===== src/rtl/alu_cmd_sequencer.sv =====
// Command sequencer for a combinational ALU: queues commands in a small FIFO, issues them
// one at a time, and returns each sampled result and its flags on a valid/ready response stream.
module alu_cmd_sequencer #(
  parameter int W     = 4,
  parameter int DEPTH = 2
) (
  input  logic         clk,
  input  logic         rst_n,
  input  logic         cmd_valid,
  output logic         cmd_ready,
  input  logic [2:0]   cmd_op,
  input  logic [W-1:0] cmd_a,
  input  logic [W-1:0] cmd_b,
  input  logic         cmd_use_acc,
  output logic         alu_en,
  output logic [2:0]   alu_op,
  output logic [W-1:0] alu_a,
  output logic [W-1:0] alu_b,
  input  logic [W-1:0] alu_result,
  input  logic         alu_overflow,
  input  logic         alu_carry,
  input  logic         alu_zero,
  output logic         rsp_valid,
  input  logic         rsp_ready,
  output logic [W-1:0] rsp_result,
  output logic [2:0]   rsp_flags,
  output logic         busy
);

  localparam int AW = (DEPTH > 1) ? $clog2(DEPTH) : 1;
  localparam int CW = $clog2(DEPTH + 1);
  localparam int EW = 1 + 3 + 2 * W;

  localparam logic [CW-1:0] CNT_FULL = CW'(DEPTH);
  localparam logic [CW-1:0] CNT_ONE  = CW'(1);
  localparam logic [AW-1:0] PTR_ONE  = AW'(1);

  localparam logic [1:0] ST_IDLE  = 2'd0;
  localparam logic [1:0] ST_ISSUE = 2'd1;
  localparam logic [1:0] ST_RESP  = 2'd2;

  logic [EW-1:0] mem_q [DEPTH];
  logic [AW-1:0] wr_ptr_q, wr_ptr_d;
  logic [AW-1:0] rd_ptr_q, rd_ptr_d;
  logic [CW-1:0] count_q, count_d;
  logic [1:0]    state_q, state_d;

  logic          alu_en_q, alu_en_d;
  logic [2:0]    alu_op_q, alu_op_d;
  logic [W-1:0]  alu_a_q, alu_a_d;
  logic [W-1:0]  alu_b_q, alu_b_d;
  logic [W-1:0]  acc_q, acc_d;
  logic          rsp_valid_q, rsp_valid_d;
  logic [W-1:0]  rsp_result_q, rsp_result_d;
  logic [2:0]    rsp_flags_q, rsp_flags_d;

  logic          push_s;
  logic          pop_s;
  logic          fifo_empty_s;
  logic [EW-1:0] head_s;
  logic          head_use_acc_s;
  logic [2:0]    head_op_s;
  logic [W-1:0]  head_a_s;
  logic [W-1:0]  head_b_s;

  assign push_s       = cmd_valid && (count_q != CNT_FULL);
  assign fifo_empty_s = (count_q == {CW{1'b0}});
  assign head_s       = mem_q[rd_ptr_q];
  assign {head_use_acc_s, head_op_s, head_a_s, head_b_s} = head_s;

  // Sequencer FSM: pop/load in IDLE or on response handshake, capture at end of ISSUE.
  always_comb begin
    state_d      = state_q;
    pop_s        = 1'b0;
    alu_en_d     = alu_en_q;
    alu_op_d     = alu_op_q;
    alu_a_d      = alu_a_q;
    alu_b_d      = alu_b_q;
    acc_d        = acc_q;
    rsp_valid_d  = rsp_valid_q;
    rsp_result_d = rsp_result_q;
    rsp_flags_d  = rsp_flags_q;
    case (state_q)
      ST_IDLE: begin
        if (!fifo_empty_s) begin
          pop_s    = 1'b1;
          alu_en_d = 1'b1;
          alu_op_d = head_op_s;
          alu_b_d  = head_b_s;
          alu_a_d  = head_use_acc_s ? acc_q : head_a_s;
          state_d  = ST_ISSUE;
        end else begin
          state_d  = ST_IDLE;
        end
      end
      ST_ISSUE: begin
        alu_en_d     = 1'b0;
        rsp_valid_d  = 1'b1;
        rsp_result_d = alu_result;
        rsp_flags_d  = {alu_overflow, alu_carry, alu_zero};
        acc_d        = alu_result;
        state_d      = ST_RESP;
      end
      ST_RESP: begin
        if (rsp_ready) begin
          rsp_valid_d = 1'b0;
          if (!fifo_empty_s) begin
            // Back-to-back issue keeps throughput at one op per two cycles.
            pop_s    = 1'b1;
            alu_en_d = 1'b1;
            alu_op_d = head_op_s;
            alu_b_d  = head_b_s;
            alu_a_d  = head_use_acc_s ? acc_q : head_a_s;
            state_d  = ST_ISSUE;
          end else begin
            state_d  = ST_IDLE;
          end
        end else begin
          state_d = ST_RESP;
        end
      end
      default: begin
        state_d     = ST_IDLE;
        alu_en_d    = 1'b0;
        rsp_valid_d = 1'b0;
      end
    endcase
  end

  // FIFO pointer and occupancy update; simultaneous push and pop leave count unchanged.
  always_comb begin
    wr_ptr_d = wr_ptr_q;
    rd_ptr_d = rd_ptr_q;
    count_d  = count_q;
    if (push_s) begin
      wr_ptr_d = wr_ptr_q + PTR_ONE;
    end else begin
      wr_ptr_d = wr_ptr_q;
    end
    if (pop_s) begin
      rd_ptr_d = rd_ptr_q + PTR_ONE;
    end else begin
      rd_ptr_d = rd_ptr_q;
    end
    case ({push_s, pop_s})
      2'b10:   count_d = count_q + CNT_ONE;
      2'b01:   count_d = count_q - CNT_ONE;
      default: count_d = count_q;
    endcase
  end

  // FIFO storage write.
  always_ff @(posedge clk or negedge rst_n) begin
    if (!rst_n) begin
      for (int i = 0; i < DEPTH; i++) begin
        mem_q[i] <= {EW{1'b0}};
      end
    end else if (push_s) begin
      mem_q[wr_ptr_q] <= {cmd_use_acc, cmd_op, cmd_a, cmd_b};
    end
  end

  // State, pointer and output registers.
  always_ff @(posedge clk or negedge rst_n) begin
    if (!rst_n) begin
      wr_ptr_q     <= {AW{1'b0}};
      rd_ptr_q     <= {AW{1'b0}};
      count_q      <= {CW{1'b0}};
      state_q      <= ST_IDLE;
      alu_en_q     <= 1'b0;
      alu_op_q     <= 3'b000;
      alu_a_q      <= {W{1'b0}};
      alu_b_q      <= {W{1'b0}};
      acc_q        <= {W{1'b0}};
      rsp_valid_q  <= 1'b0;
      rsp_result_q <= {W{1'b0}};
      rsp_flags_q  <= 3'b000;
    end else begin
      wr_ptr_q     <= wr_ptr_d;
      rd_ptr_q     <= rd_ptr_d;
      count_q      <= count_d;
      state_q      <= state_d;
      alu_en_q     <= alu_en_d;
      alu_op_q     <= alu_op_d;
      alu_a_q      <= alu_a_d;
      alu_b_q      <= alu_b_d;
      acc_q        <= acc_d;
      rsp_valid_q  <= rsp_valid_d;
      rsp_result_q <= rsp_result_d;
      rsp_flags_q  <= rsp_flags_d;
    end
  end

  assign cmd_ready  = (count_q != CNT_FULL);
  assign alu_en     = alu_en_q;
  assign alu_op     = alu_op_q;
  assign alu_a      = alu_a_q;
  assign alu_b      = alu_b_q;
  assign rsp_valid  = rsp_valid_q;
  assign rsp_result = rsp_result_q;
  assign rsp_flags  = rsp_flags_q;
  assign busy       = !fifo_empty_s || (state_q != ST_IDLE);

endmodule


===== config.mk =====
export PLATFORM = sky130hd
export DESIGN_NAME = alu_cmd_sequencer
export DESIGN_NICKNAME = d
export VERILOG_FILES = /design/src/rtl/alu_cmd_sequencer.sv
export SDC_FILE = /design/constraint.sdc
export NUM_CORES = 1
export LEC_CHECK = 0
export BUFFER_PORTS_ARGS = -buffer_cell sky130_fd_sc_hd__buf_2
export CAP_MARGIN = 0
export CORE_MARGIN = 3
export CORE_UTILIZATION = 49
export DETAILED_ROUTE_END_ITERATION = 8
export GPL_TIMING_DRIVEN = 0
export PLACE_DENSITY = 0.82
export SKIP_LAST_GASP = 1
export SYNTH_ARGS = -nofsm -noshare
export SYNTH_HDL_FRONTEND = slang
export SYNTH_SLANG_ARGS = --single-unit

===== constraint.sdc =====
create_clock -name clk -period 1.7 [get_ports clk]
set_input_delay 0.17 -clock clk [delete_from_list [all_inputs] [get_ports clk]]
set_output_delay 0.17 -clock clk [all_outputs]
set_load 0.005 [all_outputs]

==> summary.txt <==
Power and ir drop
  • Cell area power density: 2130 mW/mm^2
  • Leak: 1.22 nW
  • Worst vdd ir: about 1.0 mV

Yosys
  • Net count after synthesis: 165
  • Top cell type's share of synthesized area: 56.7%
  • Post-synthesis cell count: about 140
  • Mapped cell area: 0.00221 mm^2
  • Syn avg cell area: 15.7 um^2
  • Sequential fraction of the synthesis area: between 50% and 60%
  • Yosys top cell by area: dfrtp_1
  • Synth top area cells: dfrtp_1 (57%), mux2_2 (20%), mux2_4 (6.1%)
  • Flops & latches, synth: 50
  • Count of cell types in the netlist: 25
  • Yosys warning total: 0

Global routing
  • Vias in the first global route: roughly 1500
  • Gr usage total: ~17%
  • Initial antenna violation count: 0
  • Congestion Overflow GR: 0
  • First-pass GRT wire length: 6870 um
  • Largest net degree at the start of global routing: 51

Clock network
  • CTS buffer count: 5
  • Hold_buf cts: 0
  • Sink Count: 50
  • Worst-skew pair later-pin latency: approximately 300 ps
  • CTS tree: built
  • Clk slew on worst S/H paths: approximately 90 ps
  • Root buffer cell: clkbuf_8
  • H-tree Lvls: 2
  • Bufs on Longest Clock Path: 2

Critical path
  • Top delay family on crit path: simple AND/OR/NAND/NOR gates
  • CP Capture Type: flip-flop
  • Worst reg2reg setup slack: a little under 60 ps
  • CP arrival: approximately 1900 ps
  • Crit-path max FO: 10
  • CP Cell Sequence: nor2_2 > nor3_4 > buf_12 > ha_1 > nor2_1 > xor2_1
  • Worst setup path class: reg2reg
  • Critical path's largest stage delay: 460 ps
  • Crit path launch type: flip-flop
  • Slowest stage cell, crit path: dfrtp_1
  • Reg2reg start: count_q[1]
  • Critical Path Source: count_q[1]
  • Worst EP required: 1930 ps
  • Critical path buffers and inverters: 1

Layout
  • Most frequent cells in the layout: dfrtp_1 (50), buf_2 (45), mux2_2 (40), mux2i_1 (12), mux2_4 (9)
  • Fin nets: 217
  • Post-Layout Inst Area: around 0.0026 mm^2
  • Share of cells above drive strength 1: between 50% and 60%
  • Diode count: 0
  • Most common cell after layout, fill and taps aside: dfrtp_1
  • Area growth syn-to-layout: 18.4%

Floorplanning
  • Die area: 0.00535 mm^2
  • Initial core utilization: 52.9%
  • Die Span Y: 73.1 um
  • Core area: 0.00417 mm^2
  • Row cnt: 23
  • # IOs: 45
  • Die W: 73.1 um

Run
  • Max-cap viol count: 0

STA
  • Clock skew: 5.91 ps
  • Final-report hold violation count: 0
  • Setup-failing EPs final: 0
  • Hold_ws: 57.7 ps
  • Tmin final: 1640 ps
  • Worst-margin pin slew: 1060 ps
  • RSZ-0062 raised after global routing: false
  • Fin. max-slew vios: 0
  • Max Clock Freq: 0.609 GHz
  • Relative slew slack: 29.3%
  • Final period util: just under 100%

Placed design
  • Post-placement cell area: about 0.0025 mm^2
  • Placer congestion estimate: 0.704
  • PortBufs: 44
  • Final HPWL DP: between 3000 and 4000 um

Route
  • Pre-Repair DR Iteration Count: 4
  • DR vias: 1296
  • Via-to-Cell Ratio: 5.31
  • Post-DRT Antenna Nets: 0
  • Final wirelength: 4090 um
  • DR DRC count: 0
  • Drt wl/cell: 16.8 um
  • Initial DRC Count: 33

Worst hold path
  • Hold Path Class: in2async

Status
  • Outcome: finished, final reports clean
## synthesized netlist by cell type (all sizes together)
master / count
o21a: 1
dfrtp: 50
nor2: 5
nor3: 2
xnor2: 3
and3b: 1
clkbuf: 1
nand2b: 1
mux2: 49
xor2: 2
mux2i: 12
nand2: 2
o21ai: 1
buf: 5
nor2b: 1
inv: 1
nand3: 1
a21o: 2
ha: 1
## sequential cells by signal (all words and copies together) (netlist names), 2 cells and up
name / count
rsp_flags: 3
mem_q: 24
rsp_result: 4
count_q: 2
state_q: 2
alu_op: 3
alu_a: 4
alu_b: 4
## cell families after synthesis
kind of cell	count (synthesis)	synth area share [%]
simple gates	13	4.76
buf+inv	7	2.66
compound gates	4	1.36
fa+ha+maj	1	0.567
mux	61	32.0
xor+xnor	5	1.98
flops	50	56.7
## final timing paths
| check | end | cells after the start |
|---|---|---|
| worst max-delay path | count_q[1] | 6 |
| worst min-delay path | alu_op[0] | 1 |
| worst max register to register | count_q[1] | 6 |
| worst min register to register | rsp_valid | 1 |
| max in group asynchronous | mem_q[6] | 1 |
| min in group clk | rsp_flags[0] | 2 |
## final cells by class
class                           instances  area, um^2
Timing Repair Buffer                   45         228
Tap cell                               50        62.6
Sequential cell                        50        1250
Inverter                                1        3.75
Multi-Input combinational cell         84         900
Clock inverter                          3        45.0
Buffer                                  6        55.1
Fill cell                             320        1560
Clock buffer                            5        68.8
## through the flow
stage          utilization [%]  total power, mW  TNS, ps  setup slack (ps)  instances
2_1_floorplan                -             4.04        0              98.5        141
3_3_place_gp              59.7             4.60    -48.5             -48.5        235
3_5_place_dp              59.7             4.78    -76.5             -76.5        235
4_1_cts                   62.6             5.64        0              65.1        244
5_1_grt                   62.6             5.95        0              1.21        244
6_report                  62.6             5.57        0              58.0        244
## metal layers
metal  up-vias  share of wire, %  GRT usage [%]  wire length [um]
met4         0               1.3           5.12                55
met1       652                41           20.8              1660
li1        600                 -              -                 -
met2        37                53           29.3              2170
met5         -                 0              0                 0
met3         7               5.1           5.10               209
## report_power, final
part	switching [mW]	total [mW]	internal, mW	leakage (nW)
clock network	0.392	0.829	0.438	0.0504
logic	0.979	2.52	1.54	0.584
registers	0.398	2.22	1.82	0.588
total	1.77	5.57	3.80	1.22
## what timing repair did
action                                  4_1_cts  5_1_grt
resized for setup                             1        0
setup buffers                                 1        0
endpoints found under the setup margin        1        0
(Power assumes the default switching activity.)
